**config.mk**
```make
export PLATFORM = sky130hd
export DESIGN_NAME = mac_frame_sched
export DESIGN_NICKNAME = d
export VERILOG_FILES = /design/src/rtl/mac_frame_sched_pkg.sv /design/src/rtl/mac_frame_sched_acc.sv /design/src/rtl/mac_frame_sched.sv
export SDC_FILE = /design/constraint.sdc
export NUM_CORES = 1
export LEC_CHECK = 0
export CORE_AREA = 2 2 128 130
export CTS_CLUSTER_DIAMETER = 30
export DETAILED_ROUTE_END_ITERATION = 12
export DIE_AREA = 0 0 130 132
export PLACE_DENSITY = 0.59
export SYNTH_ARGS = -nofsm -noshare
export SYNTH_HDL_FRONTEND = slang
export SYNTH_SLANG_ARGS = --single-unit
```
**constraint.sdc**
```tcl
create_clock -name clk -period 7.95 [get_ports clk]
set_input_delay 1.1925 -clock clk [delete_from_list [all_inputs] [get_ports clk]]
set_output_delay 1.1925 -clock clk [all_outputs]
set_load 0.1 [all_outputs]
```
**src/rtl/mac_frame_sched_pkg.sv**
```systemverilog
// ---------------------------------------------------------------------------
// mac_frame_sched_pkg
//   Shared definitions for the frame-based multiply-accumulate scheduler:
//   the FSM state encoding, the default frame length and accumulator width,
//   the derived result byte count, and a small index-width helper.
// ---------------------------------------------------------------------------
package mac_frame_sched_pkg;

  // Frame sequencing: wait for start, accumulate operand pairs, then
  // serialize the result byte by byte.
  typedef enum logic [1:0] {
    ST_IDLE  = 2'd0,
    ST_ACC   = 2'd1,
    ST_DRAIN = 2'd2
  } state_t;

  localparam int DEF_COUNT = 8;              // operand pairs per frame
  localparam int DEF_ACC_W = 32;             // accumulator width in bits
  localparam int BYTES     = DEF_ACC_W / 8;  // result bytes for the default width

  // Width of a counter that indexes n items; at least one bit.
  function automatic int idx_width(input int n);
    return (n > 1) ? $clog2(n) : 1;
  endfunction

endpackage

```
**src/rtl/mac_frame_sched_acc.sv**
```systemverilog
// ---------------------------------------------------------------------------
// mac_acc_unit
//   Unsigned 8x8 multiply-accumulate datapath.
//
//   Ports
//     clk, rst_n : clock, asynchronous active-low reset
//     clear      : zero the accumulator on the next edge (wins over enable)
//     enable     : add op_a*op_b to the accumulator on the next edge
//     op_a, op_b : unsigned 8-bit operands
//     acc        : look-ahead sum, i.e. the stored accumulator plus the
//                  product of the pair being added this cycle (when enable
//                  is high). This is exactly the value the register takes
//                  on the next edge, so the scheduler can latch a frame's
//                  final sum in the same cycle as the last accept.
// ---------------------------------------------------------------------------
module mac_acc_unit
  import mac_frame_sched_pkg::*;
#(
  parameter int ACC_W = DEF_ACC_W
) (
  input  logic             clk,
  input  logic             rst_n,
  input  logic             clear,
  input  logic             enable,
  input  logic [7:0]       op_a,
  input  logic [7:0]       op_b,
  output logic [ACC_W-1:0] acc
);

  logic [15:0]      product;
  logic [ACC_W-1:0] acc_q;

  assign product = 16'(op_a) * 16'(op_b);

  // Product is zero-extended (or truncated for narrow builds); the sum wraps
  // modulo 2^ACC_W.
  assign acc = acc_q + ACC_W'(enable ? product : 16'd0);

  // NOTE: sequential state uses non-blocking assignments so every register
  // samples pre-edge values, independent of block ordering.
  always_ff @(posedge clk or negedge rst_n) begin
    if (!rst_n) begin
      acc_q <= '0;
    end else if (clear) begin
      acc_q <= '0;
    end else if (enable) begin
      acc_q <= acc;
    end
  end

endmodule

```
**src/rtl/mac_frame_sched.sv**
```systemverilog
// ---------------------------------------------------------------------------
// mac_frame_sched
//   Frame scheduler around a multiply-accumulate unit. A start request opens
//   a frame, COUNT operand pairs are accepted over a valid/ready handshake and
//   their products summed, then the ACC_W-bit sum is streamed out MSB byte
//   first over a second valid/ready handshake. done pulses for one cycle
//   after the last byte is taken.
//
//   Parameters
//     COUNT : operand pairs per frame (1..255)
//     ACC_W : accumulator width in bits (multiple of 8)
//
//   Ports
//     clk, rst_n          : clock, asynchronous active-low reset
//     ena                 : global enable; low freezes the block and blocks
//                           both handshakes
//     start               : open a frame (honoured in IDLE only)
//     abort               : cancel the current frame (beats start)
//     in_valid / in_ready : operand pair handshake, op_a / op_b
//     out_valid/out_ready : result byte handshake, out_byte
//     busy                : frame in progress (ACC or DRAIN)
//     done                : one-cycle pulse after the final byte is accepted
// ---------------------------------------------------------------------------
module mac_frame_sched
  import mac_frame_sched_pkg::*;
#(
  parameter int COUNT = DEF_COUNT,
  parameter int ACC_W = DEF_ACC_W
) (
  input  logic       clk,
  input  logic       rst_n,
  input  logic       ena,
  input  logic       start,
  input  logic       abort,
  input  logic       in_valid,
  output logic       in_ready,
  input  logic [7:0] op_a,
  input  logic [7:0] op_b,
  output logic [7:0] out_byte,
  output logic       out_valid,
  input  logic       out_ready,
  output logic       busy,
  output logic       done
);

  localparam int                N_BYTES  = ACC_W / 8;
  localparam int                IDX_W    = idx_width(N_BYTES);
  localparam logic [IDX_W-1:0]  LAST_IDX = IDX_W'(N_BYTES - 1);
  localparam logic [7:0]        LAST_CNT = 8'(COUNT - 1);

  state_t           state;
  logic [7:0]       cnt;        // pairs accepted in this frame
  logic [ACC_W-1:0] result;     // final sum, frozen for the drain phase
  logic [IDX_W-1:0] byte_idx;   // byte of result currently presented
  logic             done_q;

  logic             in_fire;
  logic             out_fire;
  logic             acc_clear;
  logic             acc_en;
  logic [ACC_W-1:0] acc_sum;

  // Handshake readiness comes straight from the registered state, gated by
  // ena so that a frozen block can never complete a transfer.
  assign in_ready  = ena && (state == ST_ACC);
  assign out_valid = ena && (state == ST_DRAIN);
  assign in_fire   = in_valid && in_ready;
  assign out_fire  = out_valid && out_ready;

  // A new frame starts from zero; an aborted frame also drops its partial
  // sum so nothing lingers in the datapath.
  assign acc_clear = ena && (abort || ((state == ST_IDLE) && start));
  assign acc_en    = in_fire && !abort;

  mac_acc_unit #(
    .ACC_W (ACC_W)
  ) u_acc (
    .clk    (clk),
    .rst_n  (rst_n),
    .clear  (acc_clear),
    .enable (acc_en),
    .op_a   (op_a),
    .op_b   (op_b),
    .acc    (acc_sum)
  );

  assign busy     = (state != ST_IDLE);
  assign done     = done_q;
  assign out_byte = result[{byte_idx, 3'b000} +: 8];

  always_ff @(posedge clk or negedge rst_n) begin
    if (!rst_n) begin
      state    <= ST_IDLE;
      cnt      <= '0;
      result   <= '0;
      byte_idx <= LAST_IDX;
      done_q   <= 1'b0;
    end else begin
      // done is a pulse: it drops after one cycle even if ena falls, so a
      // consumer never sees it stretched.
      done_q <= 1'b0;
      if (ena) begin
        if (abort) begin
          state    <= ST_IDLE;
          cnt      <= '0;
          byte_idx <= LAST_IDX;
        end else begin
          case (state)
            ST_IDLE: begin
              if (start) begin
                cnt      <= '0;
                byte_idx <= LAST_IDX;
                state    <= ST_ACC;
              end
            end

            ST_ACC: begin
              if (in_fire) begin
                cnt <= cnt + 8'd1;
                // acc_sum already includes this pair, so the result is
                // ready for the first drain cycle.
                if (cnt == LAST_CNT) begin
                  result <= acc_sum;
                  state  <= ST_DRAIN;
                end
              end
            end

            ST_DRAIN: begin
              if (out_fire) begin
                if (byte_idx == '0) begin
                  byte_idx <= LAST_IDX;
                  state    <= ST_IDLE;
                  done_q   <= 1'b1;
                end else begin
                  byte_idx <= byte_idx - IDX_W'(1);
                end
              end
            end

            default: state <= ST_IDLE;
          endcase
        end
      end
    end
  end

endmodule

```
==> impl_metrics.prom <==
# TYPE chip_impl_metric gauge
chip_impl_metric{name="std_cell_rows",unit=""} 46
chip_impl_metric{name="synth_edf_count",unit=""} 0
chip_impl_metric{name="count_of_pins_over_their_slew_limit",unit=""} 0
chip_impl_metric{name="clk_pin_slew",unit="ns"} 0.06
chip_impl_metric{name="cp_data_arrival_time",unit="ns"} 7.35
chip_impl_metric{name="clock_path_buffers",unit=""} 2
chip_impl_metric{name="fin_nets",unit=""} 889
chip_impl_metric{name="globalplace.congestion",unit=""} 0.916
chip_impl_metric{name="wire_length_of_the_first_global_routing_pass",unit="um"} 26700
chip_impl_metric{name="postSynthNetCount",unit=""} 866
chip_impl_metric{name="cp_data_required_time",unit="ns"} 8.16
chip_impl_metric{name="period_share",unit="%"} 89.8
chip_impl_metric{name="hold_viol_final",unit=""} 0
chip_impl_metric{name="clock_sink_count",unit=""} 77
chip_impl_info{name="cpMaxStageDelayCell",value="sky130_fd_sc_hd__clkdlybuf4s50_1"} 1
chip_impl_metric{name="place_worst_setup_slack",unit="ns"} 0.446
chip_impl_metric{name="detail_route.vias_per_cell",unit=""} 5.43
chip_impl_info{name="hp-class",value="register to register"} 1
chip_impl_metric{name="layout_min_cycle_time",unit="ns"} 7.14
chip_impl_metric{name="route.detailed.wl_per_inst",unit="um"} 15.9
chip_impl_metric{name="drive_gt1_share",unit="%"} 7.56
chip_impl_metric{name="antenna_cells_inserted",unit=""} 0
chip_impl_metric{name="boundary_pins",unit=""} 35
chip_impl_metric{name="groute.usage.overall",unit="%"} 19.5
chip_impl_metric{name="synth_seq_cells",unit=""} 77
chip_impl_info{name="yosys_most_used_dff",value="sky130_fd_sc_hd__dfrtp_1"} 1
chip_impl_metric{name="fmaxAchievable",unit="MHz"} 140
chip_impl_info{name="min-delay-start",value="result[15]$_DFFE_PN0P_"} 1
chip_impl_metric{name="maxCapViolCount",unit=""} 0
chip_impl_info{name="cells_traversed_along_the_worst_timing_path",value="clkdlybuf4s50_1 -> and2_1 -> fa_1 -> fa_1 -> fa_1 -> inv_1 -> fa_1 -> inv_1 -> ha_1 -> o21ai_0 -> nor2b_1 -> a21oi_1 -> a311oi_1 -> xor2_1 -> nor2_1 -> ha_1 -> a21oi_1 -> nor2b_1 -> o21ai_0 -> a21oi_1 -> o21bai_1 -> mux2i_1 -> o21ai_0"} 1
chip_impl_metric{name="drt_drc_violations_left",unit=""} 0
chip_impl_metric{name="power.density_cell_area",unit="mW/mm^2"} 163
chip_impl_info{name="clockRootBuffer",value="sky130_fd_sc_hd__clkbuf_16"} 1
chip_impl_metric{name="post_synth_inst_count",unit=""} 752
chip_impl_metric{name="synth_top_cell_area_share",unit="%"} 27.6
chip_impl_metric{name="netlist_area",unit="sq mm"} 0.00680
chip_impl_metric{name="setup_violation_total_in_the_final_timing_report",unit=""} 0
chip_impl_metric{name="fp.coreArea",unit="sq mm"} 0.0157
chip_impl_info{name="critical_path.startpoint_type",value="primary input"} 1
chip_impl_metric{name="synth.yosys.seq_area_share",unit="%"} 28.4
chip_impl_metric{name="worst_hold_slack",unit="ns"} 0.479
chip_impl_metric{name="start_util",unit="%"} 43.3
chip_impl_metric{name="grt_max_degree",unit=""} 78
chip_impl_metric{name="antenna_found_initial",unit=""} 0
chip_impl_metric{name="y_dimension_of_the_die",unit="um"} 132
chip_impl_metric{name="io_buffers",unit=""} 34
chip_impl_metric{name="fin_skew",unit="ns"} 0.00789
chip_impl_metric{name="htree_num_levels",unit=""} 3
chip_impl_metric{name="post-dp-hpwl",unit="um"} 12300
chip_impl_metric{name="post-cts-setup-buffers",unit=""} 0
chip_impl_metric{name="critical_path_peak_fanout",unit=""} 8
chip_impl_metric{name="area_of_the_die",unit="sq mm"} 0.0172
chip_impl_info{name="critical_path.startpoint",value="op_a[1]"} 1
chip_impl_metric{name="clk_latency",unit="ns"} 0.34
chip_impl_metric{name="first_global_vias",unit=""} 5228
chip_impl_metric{name="fin_setup_tns",unit="ns"} 0
chip_impl_metric{name="globalRoute.totalOverflow",unit=""} 0
chip_impl_metric{name="die_width",unit="um"} 130
chip_impl_info{name="tritoncts",value="built"} 1
chip_impl_info{name="synth_top_cell_by_area",value="sky130_fd_sc_hd__dfrtp_1"} 1
chip_impl_metric{name="drt_pre_antenna_iters",unit=""} 5
chip_impl_info{name="unrepaired_setup_endpoints_after_global_routing",value="false"} 1
chip_impl_metric{name="finish.utilization",unit="%"} 48.6
chip_impl_metric{name="ys_warn_count",unit=""} 0
chip_impl_info{name="critical-path-top-cell-by-count",value="sky130_fd_sc_hd__fa_1"} 1
chip_impl_metric{name="relSlewSlack",unit="%"} 21.6
chip_impl_metric{name="tightestPinTransition",unit="ns"} 1.18
chip_impl_metric{name="cts-resized-gates",unit=""} 0
chip_impl_info{name="largest_cells_by_area_after_synthesis",value="sky130_fd_sc_hd__dfrtp_1 28%, sky130_fd_sc_hd__fa_1 11%, sky130_fd_sc_hd__ha_1 9.9%"} 1
chip_impl_info{name="reg2reg_from",value="state[1]$_DFFE_PN0P_"} 1
chip_impl_metric{name="cts_hold_buf",unit=""} 0
chip_impl_metric{name="power.ir.vdd_worst",unit="uV"} 89.5
chip_impl_metric{name="post_synth.cell_area_avg",unit="sq um"} 9.04
chip_impl_info{name="path_class",value="primary input to register"} 1
chip_impl_metric{name="worst_path_largest_cell_delay",unit="ns"} 0.55
chip_impl_metric{name="area_growth",unit="%"} 12.2
chip_impl_info{name="run_status",value="completed"} 1
chip_impl_metric{name="fillers",unit=""} 1510
chip_impl_metric{name="total_power",unit="mW"} 1.24
chip_impl_metric{name="routed_wl",unit="um"} 15900
chip_impl_metric{name="postRouteAntennaNets",unit=""} 0
chip_impl_metric{name="async_reset_ff_share",unit="%"} 100
chip_impl_metric{name="final_critical_path_setup_slack",unit="ns"} 0.813
chip_impl_metric{name="cts-buffers-inserted",unit=""} 9
chip_impl_metric{name="via_total_after_detailed_routing",unit=""} 5406
chip_impl_metric{name="p_leak",unit="nW"} 3.64
chip_impl_metric{name="r2r_setup_slack",unit="ns"} 3.65
chip_impl_metric{name="post_synth_num_cell_types",unit=""} 67
chip_impl_metric{name="cp_num_buf_inv",unit=""} 3
chip_impl_info{name="critical-path-top-delay-family",value="adder cells"} 1
chip_impl_metric{name="detailedRoute.firstIterationViolations",unit=""} 356
chip_impl_info{name="timing.critical_path.to_type",value="register"} 1
==> flip-flops by register name (all words and copies together), names as in the netlist <==
name,flops
cnt,8
done,1
state,2
u_acc.acc_q,32
result,32
byte_idx,2
==> power by group <==
group          internal (mW)  leakage [nW]  total (mW)  switching [mW]
Sequential             0.397          1.07       0.402         0.00507
Clock                  0.245         0.148       0.406           0.162
Combinational          0.181          2.42       0.436           0.255
Total                  0.822          3.64        1.24           0.422
==> Yosys cell counts, drive strengths merged (13+ instances only) <==
cell and instances:
clkbuf 17, ha 54, nand3 14, a21oi 35, and2 63, fa 37
o21ai 71, nand2 83, xnor2 13, inv 67, nor2 47, dfrtp 75
xor2 23
==> cell type report <==
| cell class | count | area (sq um) | area share (%) |
|---|---|---|---|
| inverter | 67 | 251 | 3.30 |
| clock inverter | 3 | 17.5 | 0.230 |
| multi-input combinational | 581 | 4510 | 59.1 |
| tap | 216 | 270 | 3.54 |
| sequential | 77 | 1930 | 25.3 |
| timing repair buffer | 39 | 375 | 4.92 |
| clock buffer | 13 | 280 | 3.67 |
==> worst min-delay path, stage by stage (launching register included) <==
cell,delay (ns)
sky130_fd_sc_hd__dfrtp_1,0.34
sky130_fd_sc_hd__nand2_1,0.05
sky130_fd_sc_hd__o21ai_0,0.06
==> cell families (layout without fill, tap and decap cells) <==
family                   count (synthesis)  in the layout  synth area share [%]
AND/OR/NAND/NOR                        253            253                  18.7
AO/OA/AOI/OAI                          177            177                  16.9
buffers and inverters                   94            122                  5.35
adder cells (fa/ha/maj)                 91             91                  20.8
flip-flops                              77             77                  28.4
XOR/XNOR                                36             36                  4.64
multiplexers                            24             24                  5.15
==> final timing paths <==
check	endpoint	cells past startpoint
worst min register to register	result[15]$_DFFE_PN0P_	2
min in group asynchronous	done$_DFF_PN0_	1
worst max register to register	u_acc.acc_q[15]$_DFFE_PN0P_	14
worst max-delay path	u_acc.acc_q[25]$_DFFE_PN0P_	23
worst min-delay path	result[15]$_DFFE_PN0P_	2
max in group asynchronous	u_acc.acc_q[14]$_DFFE_PN0P_	1
==> routing by layer <==
metal  part of all wire [%]  up-vias  global-route usage (%)  wire (um)
met5                      0        -                       0          0
met4                    1.3        0                    4.66        199
met3                    5.0       14                    3.57        792
met2                     44      119                    28.2       7020
met1                     49     2639                    30.0       7860
li1                       -     2634                       -          -
==> stage by stage <==
step	cells	area, sq um
after floorplan	752	6800
after global placement	980	7330
after detailed placement	980	7330
after CTS	996	7630
after global routing	996	7630
final	996	7630
==> placed cells by master, fill, tap and decap left out, drive strengths merged, types with 6 or more instances in the layout <==
cell type,instances
a21o,9
a21oi,35
a22o,11
a31oi,9
and2,63
and3,10
buf,6
clkbuf,13
clkdlybuf4s50,33
dfrtp,75
fa,37
ha,54
inv,67
mux2,8
mux2i,8
mux4,8
nand2,83
nand3,14
nor2,47
o211ai,6
o21ai,71
o22ai,6
o31ai,7
xnor2,13
xor2,23
No activity file was read; power rests on OpenSTA's default activity.
